$ cat src/rtl/fifo_lvl.sv
// fifo_lvl: show-ahead synchronous FIFO with level count,
// almost-full/empty thresholds, sticky error flags and flush.
module fifo_lvl #(
  parameter int DWIDTH   = 8,
  parameter int AWIDTH   = 4,
  parameter int AF_LEVEL = 12,
  parameter int AE_LEVEL = 4
) (
  input  logic              clk,
  input  logic              resetn,
  input  logic              clr,
  input  logic              wr,
  input  logic [DWIDTH-1:0] w_data,
  input  logic              rd,
  output logic [DWIDTH-1:0] r_data,
  output logic              empty,
  output logic              full,
  output logic              almost_empty,
  output logic              almost_full,
  output logic [AWIDTH:0]   level,
  output logic              overflow,
  output logic              underflow
);

  localparam int DEPTH = 2 ** AWIDTH;
  localparam logic [AWIDTH:0] DEPTH_L = (AWIDTH+1)'(DEPTH);
  localparam logic [AWIDTH:0] AF_L = (AWIDTH+1)'(AF_LEVEL);
  localparam logic [AWIDTH:0] AE_L = (AWIDTH+1)'(AE_LEVEL);

  logic [DWIDTH-1:0] mem_q [DEPTH];

  logic [AWIDTH-1:0] wptr_q, wptr_d;
  logic [AWIDTH-1:0] rptr_q, rptr_d;
  logic [AWIDTH:0]   level_q, level_d;
  logic              empty_q, empty_d;
  logic              full_q, full_d;
  logic              ae_q, ae_d;
  logic              af_q, af_d;
  logic              ovf_q, ovf_d;
  logic              udf_q, udf_d;
  logic              wr_ok, rd_ok;

  // Acceptance uses registered flags so a same-cycle pop never frees room
  assign wr_ok = wr & ~full_q;
  assign rd_ok = rd & ~empty_q;

  always_comb begin
    wptr_d  = wptr_q;
    rptr_d  = rptr_q;
    level_d = level_q;
    ovf_d   = ovf_q;
    udf_d   = udf_q;
    if (clr) begin
      wptr_d  = '0;
      rptr_d  = '0;
      level_d = '0;
      ovf_d   = 1'b0;
      udf_d   = 1'b0;
    end else begin
      if (wr_ok) wptr_d = wptr_q + 1'b1;
      if (rd_ok) rptr_d = rptr_q + 1'b1;
      unique case (1'b1)
        (wr_ok & ~rd_ok): level_d = level_q + 1'b1;
        (rd_ok & ~wr_ok): level_d = level_q - 1'b1;
        default:          level_d = level_q;
      endcase
      ovf_d = ovf_q | (wr & full_q);
      udf_d = udf_q | (rd & empty_q);
    end
    empty_d = (level_d == '0);
    full_d  = (level_d == DEPTH_L);
    ae_d    = (level_d <= AE_L);
    af_d    = (level_d >= AF_L);
  end

  always_ff @(posedge clk or negedge resetn) begin
    if (!resetn) begin
      wptr_q  <= '0;
      rptr_q  <= '0;
      level_q <= '0;
      empty_q <= 1'b1;
      full_q  <= 1'b0;
      ae_q    <= 1'b1;
      af_q    <= 1'b0;
      ovf_q   <= 1'b0;
      udf_q   <= 1'b0;
    end else begin
      wptr_q  <= wptr_d;
      rptr_q  <= rptr_d;
      level_q <= level_d;
      empty_q <= empty_d;
      full_q  <= full_d;
      ae_q    <= ae_d;
      af_q    <= af_d;
      ovf_q   <= ovf_d;
      udf_q   <= udf_d;
    end
  end

  always_ff @(posedge clk) begin
    if (!clr && wr_ok) mem_q[wptr_q] <= w_data;
  end

  assign r_data       = mem_q[rptr_q];
  assign empty        = empty_q;
  assign full         = full_q;
  assign almost_empty = ae_q;
  assign almost_full  = af_q;
  assign level        = level_q;
  assign overflow     = ovf_q;
  assign underflow    = udf_q;

endmodule

$ cat config.mk
export PLATFORM = sky130hd
export DESIGN_NAME = fifo_lvl
export DESIGN_NICKNAME = d
export VERILOG_FILES = /design/src/rtl/fifo_lvl.sv
export SDC_FILE = /design/constraint.sdc
export NUM_CORES = 1
export LEC_CHECK = 0
export CAP_MARGIN = 0
export CORE_ASPECT_RATIO = 1.1
export CORE_MARGIN = 3
export CORE_UTILIZATION = 40
export CTS_CLUSTER_SIZE = 30
export DETAILED_ROUTE_END_ITERATION = 10
export PLACE_DENSITY_LB_ADDON = 0.05
export RECOVER_POWER = 50
export SYNTH_ARGS = -nofsm -noshare
export SYNTH_HDL_FRONTEND = slang
export SYNTH_SLANG_ARGS = --single-unit
$ cat constraint.sdc
create_clock -name clk -period 3.75 [get_ports clk]
set_input_delay 0.5625 -clock clk [delete_from_list [all_inputs] [get_ports clk]]
set_output_delay 0.5625 -clock clk [all_outputs]
set_load 0.01 [all_outputs]
==> results of run 1 <==
-- synthesized netlist by cell type, types with 2 or more instances --
cell type,count
mux4_2,40
nand2b_1,2
ha_1,7
inv_1,6
xnor2_1,4
clkbuf_1,9
dfstp_2,2
buf_6,2
xor2_1,5
buf_4,5
nor3_1,7
nor2_1,30
dfrtp_1,17
nand2_1,14
o21ai_0,2
mux2i_1,2
edfxtp_1,128
a21oi_1,6
nand4_1,3
-- metal layers --
layer  up-vias  GRT usage, %  routed length, um
met3        15          4.85                678
met4         4          5.60                148
met5         -             0                 21
met1      1585          24.0               5840
li1       1354             -                  -
met2        62          26.2               6330
-- how the worst max path moves through the flow --
stage	cells past startpoint	start	to
after floorplan	12	wr	full$_DFF_PN0_
after global placement	12	wr	full$_DFF_PN0_
after detailed placement	12	wr	full$_DFF_PN0_
after CTS	4	rptr_q[0]$_DFFE_PN0P_	r_data[1]
after global routing	4	rptr_q[0]$_DFFE_PN0P_	r_data[1]
final	4	rptr_q[0]$_DFFE_PN0P_	r_data[1]
-- worst register-to-register path: cells and delay by family (launching register included) --
| kind | cells | cell delay (ns) |
|---|---|---|
| xor gates and xnor gates | 1 | 0.07 |
| and+or+nand+nor | 6 | 1.15 |
| buffers and inverters | 1 | 0.13 |
| adders and majority gates | 1 | 0.19 |
| DFF | 1 | 0.43 |
| muxes | 1 | 0.33 |
| AOI/OAI and AO/OA | 1 | 0.18 |
-- cell families (layout without fill, tap and decap cells) --
logic type                 after synthesis  count (layout)
AOI/OAI and AO/OA                       16              16
xor gates and xnor gates                 9               9
adders and majority gates                7               7
buffers and inverters                   25              94
DFF                                    147             147
muxes                                   44              44
and+or+nand+nor                         66              66
-- per-stage QoR --
stage                     cells  cell area (um^2)  setup slack (ns)  util [%]
after floorplan             314              5990              1.19         -
after global placement      543              6660             0.581      45.7
after detailed placement    543              6660             0.517      45.7
after CTS                   575              7230             0.209      49.6
after global routing        575              7220             0.170      49.6
final                       575              7220             0.292      49.6
-- power breakdown --
part / switching [uW] / internal, uW
combinational: 316 / 391
clock: 615 / 1030
sequential: 79.3 / 1850
total: 1010 / 3260
-- state kept, by name, indices dropped and copies added (netlist names) --
signal,flops
almost_empty,1
almost_full,1
empty,1
full,1
level,5
mem_q,128
overflow,1
rptr_q,4
underflow,1
wptr_q,4
-- layout make-up --
class	count	area [um^2]
clock inverter	14	144
fill	1208	7340
sequential	147	4320
timing repair buffer	54	517
inverter	8	35.0
clock buffer	18	429
tap	192	240
multi-input combinational	142	1540
==> run summary, run 1 <==
warnings from Yosys - 0
Post-CTS Hold Fix Bufs - 0
arrival time at the worst endpoint - 2.90 ns
Die Y - 134 um
Mapped Area - 5990 um^2
critical path start-end classification - register to primary output
launch point of the worst hold path - overflow$_DFF_PN0_
mean routed wirelength per cell - 22.6 um
most prevalent standard cell on the critical path - mux4_2
final number of hold-violating endpoints - 0
total via count in the routed design - 3020
largest fanout on the critical path - 14
dominant combinational cell family by area after synthesis - multiplexers
fraction of the mapped netlist area in compound gates - 1.78%
worst hold slack - 0.511 ns
clock latency reported for the late side of the worst-skew pair - 0.42 ns
post-synth top area share - 64.2%
Port Buffers - 31
GRT Util Overall - 17.2%
post-layout net count - 390
sequential-to-total area share from yosys stat - 72.1%
Placeable Area - 14600 um^2
cells taking the most area after synthesis - edfxtp_1 (64%), mux4_2 (15%), dfrtp_1 (7.1%)
die extent in x - 123 um
max-cap violation count - 0
final period demand of the worst path - 3.46 ns
EDFF count, synth - 128
buffers plus inverters on the worst setup path - 2
number of vias per cell after detailed routing - 5.25
worst reg-to-reg path cell count - 11
Cell variety after synth - 42
ordered list of cells on the worst path - buf_12, mux4_2, mux4_2, clkdlybuf4s50_1
number of routed nets with antenna violations - 0
grt ovf - 0
final setup skew - 0.00892 ns
Final setup violation count - 0
achievable clock frequency - 289 MHz
post-detailed-routing wire length - 13.0 mm
Yosys reg bits - 147
First-pass DRT Iterations - 4
share of flip-flops with an asynchronous set or reset - 12.9%
count of buffers added by post-CTS timing repair for setup - 0
CP Data Required Time - 3.19 ns
commonest cells after routing, fill and taps aside - edfxtp_1 (128), mux4_2 (40), nor2_1 (30)
fraction of final layout cells with drive strength greater than 1 - 26.6%
power density of the placed cells - 592 nW/um^2
total CTS buffers - 17
synthesized netlist net count - 334
Largest delay share family, worst path - multiplexers
antenna violations before repair - 2
leakage dissipation - 0.00241 uW
number of rows in the core area - 46
maximum cell stage delay along the critical path - 0.70 ns
Total Neg Setup Slack - 0 ns
worst min-delay path category - register to register
worst slew pin tran - 0.900 ns
hold-critical path depth - 2
XOR/XNOR Fraction of Synth Area - 1.32%
portion of the clock cycle consumed by the worst path in the final layout - 92.2%
end of the worst hold path - overflow$_DFF_PN0_
synthesized-area fraction occupied by adder cells - 1.46%
leading area contributor after synthesis - edfxtp_1
relative max-transition margin - 39.8%
ports placed on the boundary - 32
DRC viols - 0
Avg Cell Area, Syn - 19.1 um^2
multiplexer share of the synthesized area - 15.8%
FF-to-FF End - full$_DFF_PN0_
most common cell after layout, fill and taps aside - edfxtp_1
diodes inserted - 0
clock sinks - 147
type of destination of the critical path - primary output
CTS root buf - clkbuf_16
most frequently used flop master after synthesis - edfxtp_1
largest net degree at the start of global routing - 33
Clock Pin Slew Worst Setup and Hold Paths - 0.06 ns
detailed-placement wirelength estimate - 8.12 mm
detailed router's first-iteration violation count - 204
register-to-register path setup slack - 1.17 ns
fraction of the mapped netlist area in simple logic gates - 5.28%
number of global-route vias before repair - 3169
Clock Path Buffers - 2
synthesis-to-finish area growth - 20.6%
Overall Power - 4270 uW
startpoint type of the worst setup path - register
Resize count post-CTS - 0
Routability Congestion - 0.832
first-pass GRT wire length - 19.8 mm
total die area - 16500 um^2
initial standard-cell utilization of the core - 41.1%
TritonCTS clock tree - yes
unrepaired setup endpoints after global routing - false
number of instances in the synthesized netlist - 314
number of slew-limit violations in the final report - 0
startpoint of the lowest-slack register-to-register path - full$_DFF_PN0_
result of the run - completed
CTS HTree Levels - 4
Critical Path Slowest Stage Cell - dfrtp_2
worst vdd rail ir drop - 0.310 mV
Power figures use the tool's default switching activity.
==> run 2, diff against run 1 <==
Settings changed: CORE_UTILIZATION 40 to 41.
==> run 2 against run 1 <==
  * Clock-buffer cell count is 1 higher
  * Power is 1.4% lower
  * Cell area is 0.88% lower
  * Non-clock buffer count is 2 lower
==> run summary, run 2 (synthesis results as in run 1) <==
result of the run - completed
total CTS buffers - 17 (unchanged)
worst min-delay path category - register to register
leakage dissipation - 0.00238 uW (-1.3%)
register cell area after layout - 4320 um^2 (unchanged)
Critical Path Slowest Stage Cell - mux4_2
ports placed on the boundary - 32 (unchanged)
number of vias per cell after detailed routing - 5.25 (about the same)
largest register by flop count - mem_q
maximum cell stage delay along the critical path - 0.57 ns (-0.13 ns)
GRT Util Overall - 16.7% (-0.49 points)
detailed router's first-iteration violation count - 267 (+31%)
largest fanout on the critical path - 20 (+6)
number of slew-limit violations in the final report - 0 (unchanged)
CTS root buf - clkbuf_16
startpoint type of the worst setup path - register
Largest delay share family, worst path - multiplexers
commonest cells after routing, fill and taps aside - edfxtp_1 (128), mux4_2 (40), nor2_1 (30)
Clock Pin Slew Worst Setup and Hold Paths - 0.06 ns (about the same)
mean routed wirelength per cell - 21.8 um (-3.8%)
clock latency reported for the late side of the worst-skew pair - 0.42 ns (about the same)
unrepaired setup endpoints after global routing - false
final period demand of the worst path - 3.28 ns (-0.176 ns)
Routability Congestion - 0.799 (-3.9%)
Die Y - 133 um (-1.2%)
Largest register FFs - 128 (unchanged)
CP Data Required Time - 3.19 ns (about the same)
clock sinks - 147 (unchanged)
worst vdd rail ir drop - 0.240 mV (-23%)
Final setup violation count - 0 (unchanged)
Post-CTS Hold Fix Bufs - 0 (unchanged)
buffers plus inverters on the worst setup path - 2 (unchanged)
antenna violations before repair - 2 (unchanged)
post-detailed-routing wire length - 12.4 mm (-4.8%)
Placeable Area - 14100 um^2 (-3.3%)
final number of hold-violating endpoints - 0 (unchanged)
worst slew pin tran - 0.892 ns (-0.00868 ns)
total die area - 16100 um^2 (-2.3%)
total via count in the routed design - 2990 (-0.99%)
number of routed nets with antenna violations - 0 (unchanged)
synthesis-to-finish area growth - 19.5%
post-layout net count - 388 (-0.51%)
First-pass DRT Iterations - 4 (unchanged)
relative max-transition margin - 40.4% (+0.58 points)
ordered list of cells on the worst path - buf_4, mux4_2, mux4_2, clkdlybuf4s50_1
critical path start-end classification - register to primary output
number of rows in the core area - 45 (-2.2%)
Clock Path Buffers - 2 (unchanged)
DRC viols - 0 (unchanged)
grt ovf - 0 (unchanged)
achievable clock frequency - 305 MHz (+5.4%)
power density of the placed cells - 588 nW/um^2 (-0.56%)
Overall Power - 4210 uW (-1.4%)
first-pass GRT wire length - 18.9 mm (-4.3%)
type of destination of the critical path - primary output
max-cap violation count - 0 (unchanged)
initial standard-cell utilization of the core - 42.6% (+1.4 points)
final setup skew - 0.00895 ns (+0.0000247 ns)
Port Buffers - 31 (unchanged)
most prevalent standard cell on the critical path - mux4_2
TritonCTS clock tree - yes
CTS HTree Levels - 4 (unchanged)
Filler cells - 1185 (-1.9%)
largest net degree at the start of global routing - 21 (-36%)
count of buffers added by post-CTS timing repair for setup - 0 (unchanged)
portion of the clock cycle consumed by the worst path in the final layout - 87.5% (-4.7 points)
fraction of final layout cells with drive strength greater than 1 - 26.5% (-0.12 points)
worst hold slack - 0.514 ns (+0.00358 ns)
detailed-placement wirelength estimate - 7.97 mm (-1.8%)
arrival time at the worst endpoint - 2.72 ns (-0.18 ns)
most common cell after layout, fill and taps aside - edfxtp_1
Layout Utilization - 50.9% (+1.3 points)
area of combinational cells with multiple inputs - 1540 um^2 (unchanged)
Resize count post-CTS - 0 (unchanged)
Total Neg Setup Slack - 0 ns (unchanged)
diodes inserted - 0 (unchanged)
number of global-route vias before repair - 3123 (-1.5%)
die extent in x - 121 um (-1.2%)
[run 2: cell count changes in the layout (fill, tap and decap cells not counted)]
cell	change
clkinv_2	-3
buf_4	+1
inv_6	+2
clkinvlp_4	+1
clkinv_4	+2
clkinv_1	-2
bufinv_16	-1
clkbuf_1	+1
buf_12	-3
[run 2: layout make-up]
class / instances / area share (%)
sequential: 147 / 60.4
multi-input combinational: 142 / 21.5
timing repair buffer: 52 / 6.48
clock buffer: 19 / 6.05
tap: 188 / 3.28
clock inverter: 13 / 1.87
inverter: 8 / 0.489
[run 2: where the power goes]
| part | switching, uW | total [uW] | internal, uW |
|---|---|---|---|
| sequential | 49.8 | 1900 | 1850 |
| combinational | 333 | 705 | 372 |
| clock | 637 | 1610 | 976 |
| total | 1020 | 4210 | 3190 |
[run 2: routing by layer]
metal	GRT usage, %	vias to the layer above	routed length [um]
met2	25.9	52	6160
met1	22.4	1571	5590
li1	-	1348	-
met4	5.98	4	142
met3	5.17	15	482
met5	0	-	23
[run 2: stage by stage]
step	area (um^2)	setup WS, ns	cells
6_report	7160	0.469	569
5_1_grt	7160	0.327	569
4_1_cts	7160	0.390	569
3_5_place_dp	6600	0.529	537
3_3_place_gp	6600	0.578	537
2_1_floorplan	5990	1.19	314
[run 2: worst min-delay path, cell delays in order (launching register included)]
cell     delay, ns
dfrtp_1       0.34
a21oi_1       0.04
nor2_1        0.08
[run 2: path summary, 6_finish.rpt]
kind	start	endpoint	slack, ns	cells after the start
min in group asynchronous	resetn	level[2]$_DFF_PN0_	0.72	1
worst min register to register	underflow$_DFF_PN0_	underflow$_DFF_PN0_	0.51	2
worst max register to register	full$_DFF_PN0_	full$_DFF_PN0_	1.11	11
worst min-delay path	underflow$_DFF_PN0_	underflow$_DFF_PN0_	0.51	2
worst max-delay path	rptr_q[0]$_DFFE_PN0P_	r_data[0]	0.47	4
max in group asynchronous	resetn	rptr_q[0]$_DFFE_PN0P_	2.43	1
==> run 3, diff against run 2 <==
Settings changed: CELL_PAD_IN_SITES_DETAIL_PLACEMENT set to 0, CELL_PAD_IN_SITES_GLOBAL_PLACEMENT set to 1.
==> run 3 against run 2 <==
  * Via count is 0.30% lower
  * Combinational power hardly changed
  * Fmax is 4.8% lower
  * Largest power group unchanged
==> run summary, run 3 (synthesis results as in run 1) <==
Largest register FFs - 128 (unchanged)
post-layout net count - 394 (+1.5%)
critical path start-end classification - register to primary output
synthesis-to-finish area growth - 20.6%
most prevalent standard cell on the critical path - mux4_2
power density of the placed cells - 590 nW/um^2 (+0.30%)
Critical Path Slowest Stage Cell - dfrtp_2
Placeable Area - 14100 um^2 (unchanged)
Reg power frac - 45.0% (about the same)
grt met3 use - 3.85% (-1.3 points)
worst vdd rail ir drop - 0.293 mV (+22%)
fraction of final layout cells with drive strength greater than 1 - 26.6% (+0.11 points)
ordered list of cells on the worst path - buf_4, mux4_2, mux4_2, clkdlybuf4s50_1
Resize count post-CTS - 0 (unchanged)
portion of total power attributed to the clock network - 38.5% (+0.2 points)
CP Data Required Time - 3.19 ns (about the same)
grt ovf - 0 (unchanged)
diodes inserted - 0 (unchanged)
largest net degree at the start of global routing - 24 (+14%)
clock sinks - 147 (unchanged)
Filler cells - 1192 (+0.59%)
arrival time at the worst endpoint - 2.89 ns (+0.17 ns)
First-pass DRT Iterations - 5 (+1)
Layout Utilization - 51.3% (+0.45 points)
buffers plus inverters on the worst setup path - 2 (unchanged)
largest fanout on the critical path - 13 (-35%)
clock latency reported for the late side of the worst-skew pair - 0.42 ns (about the same)
antenna violations before repair - 1 (-1)
startpoint type of the worst setup path - register
part of the total power dissipated in combinational logic - 16.5% (-0.2 points)
TritonCTS clock tree - yes
Total Neg Setup Slack - 0 ns (unchanged)
final period demand of the worst path - 3.45 ns (+0.166 ns)
worst slew pin tran - 0.895 ns (+0.00345 ns)
number of vias per cell after detailed routing - 5.18 (-1.3%)
largest register by flop count - mem_q
ports placed on the boundary - 32 (unchanged)
achievable clock frequency - 290 MHz (-4.8%)
total via count in the routed design - 2981 (-0.30%)
startpoint of the lowest-slack register-to-register path - full$_DFF_PN0_
CTS HTree Levels - 4 (unchanged)
most common cell after layout, fill and taps aside - edfxtp_1
net switching power of the design - 1010 uW (-1.4%)
result of the run - completed
Die Y - 133 um (unchanged)
count of buffers added by post-CTS timing repair for setup - 0 (unchanged)
max-cap violation count - 0 (unchanged)
final cell count without fillers - 575 (+1.1%)
Port Buffers - 31 (unchanged)
Inst Count DP - 543 (+1.1%)
final setup skew - 0.00700 ns (-0.00195 ns)
first-pass GRT wire length - 19.6 mm (+3.4%)
total die area - 16100 um^2 (unchanged)
launch point of the worst hold path - underflow$_DFF_PN0_
number of global-route vias before repair - 3204 (+2.6%)
worst min-delay path category - register to register
detailed-placement wirelength estimate - 8.64 mm (+8.5%)
Net Sw Frac - 23.6% (-0.61 points)
leakage dissipation - 0.00242 uW (+1.6%)
routing layer with the top usage in global route - met2
Final setup violation count - 0 (unchanged)
global routing met1 resource utilization - 22.8% (+0.31 points)
commonest cells after routing, fill and taps aside - edfxtp_1 (128), mux4_2 (40), nor2_1 (30)
met2 track demand over resource in global routing - 27.4% (+1.5 points)
DRC viols - 0 (unchanged)
relative max-transition margin - 40.1% (-0.23 points)
Largest delay share family, worst path - multiplexers
detailed router's first-iteration violation count - 144 (-46%)
total CTS buffers - 17 (unchanged)
GRT Util Overall - 17.0% (+0.31 points)
CTS root buf - clkbuf_16
maximum cell stage delay along the critical path - 0.65 ns (+0.08 ns)
unrepaired setup endpoints after global routing - false
die extent in x - 121 um (unchanged)
worst setup path startpoint - rptr_q[0]$_DFFE_PN0P_
final number of hold-violating endpoints - 0 (unchanged)
Clock Pin Slew Worst Setup and Hold Paths - 0.06 ns (about the same)
number of rows in the core area - 45 (unchanged)
portion of the clock cycle consumed by the worst path in the final layout - 91.9% (+4.4 points)
internal power - 3260 uW (+2.0%)
Post-CTS Hold Fix Bufs - 0 (unchanged)
mean routed wirelength per cell - 22.2 um (+1.7%)
number of slew-limit violations in the final report - 0 (unchanged)
Clock Path Buffers - 2 (unchanged)
number of routed nets with antenna violations - 0 (unchanged)
initial standard-cell utilization of the core - 42.6% (unchanged)
post-detailed-routing wire length - 12.7 mm (+2.8%)
Routability Congestion - 0.783 (-2.1%)
type of destination of the critical path - primary output
==> run 3: final timing paths <==
kind                                         end  slack, ns  cells after the start
max                                    r_data[0]       0.30                      4
min                          underflow$_DFF_PN0_       0.50                      2
max reg2reg                       full$_DFF_PN0_       1.15                     11
min reg2reg                  underflow$_DFF_PN0_       0.50                      2
max in group asynchronous  rptr_q[0]$_DFFE_PN0P_       2.42                      1
min in group asynchronous     level[1]$_DFF_PN0_       0.72                      1
==> run 3: area by class of cell <==
cell class / count / area [um^2] / share of cell area, %
clock buffer: 18 / 429 / 5.94
clock inverter: 14 / 144 / 1.99
inverter: 8 / 35.0 / 0.485
multi-input combinational: 142 / 1540 / 21.3
sequential: 147 / 4320 / 59.8
tap: 188 / 235 / 3.26
timing repair buffer: 58 / 522 / 7.22
==> run 3: power by group through the flow <==
stage / clock network [uW] / logic (uW) / registers, uW
final: 1640 / 702 / 1920
after global placement: 0 / 715 / 1960
after global routing: 1740 / 766 / 1930
after detailed placement: 0 / 719 / 1960
after floorplan: 0 / 466 / 1930
after CTS: 1670 / 721 / 1920
==> run 3: through the flow <==
| stage | worst slack (ns) | hold WS (ns) | power (uW) | instance area [um^2] |
|---|---|---|---|---|
| after floorplan | 1.19 | 0.267 | 2400 | 5990 |
| after global placement | 0.573 | 0.485 | 2670 | 6660 |
| after detailed placement | 0.532 | 0.489 | 2680 | 6660 |
| after CTS | 0.217 | 0.504 | 4320 | 7230 |
| after global routing | 0.153 | 0.557 | 4440 | 7220 |
| final | 0.302 | 0.499 | 4260 | 7220 |
==> run 3: per-layer routing <==
metal  part of all wire [%]  vias up  wire (um)
met5                  0.071        -          9
met4                    1.7        2        214
met3                    2.2       20        280
met2                     51       37       6540
met1                     45     1569       5700
li1                       -     1353          -
==> run 3: tightest hold or removal path: stages, from the launching register on <==
cell and delay [ns]:
dfrtp_1 0.34, a21oi_1 0.04, nor2_1 0.07
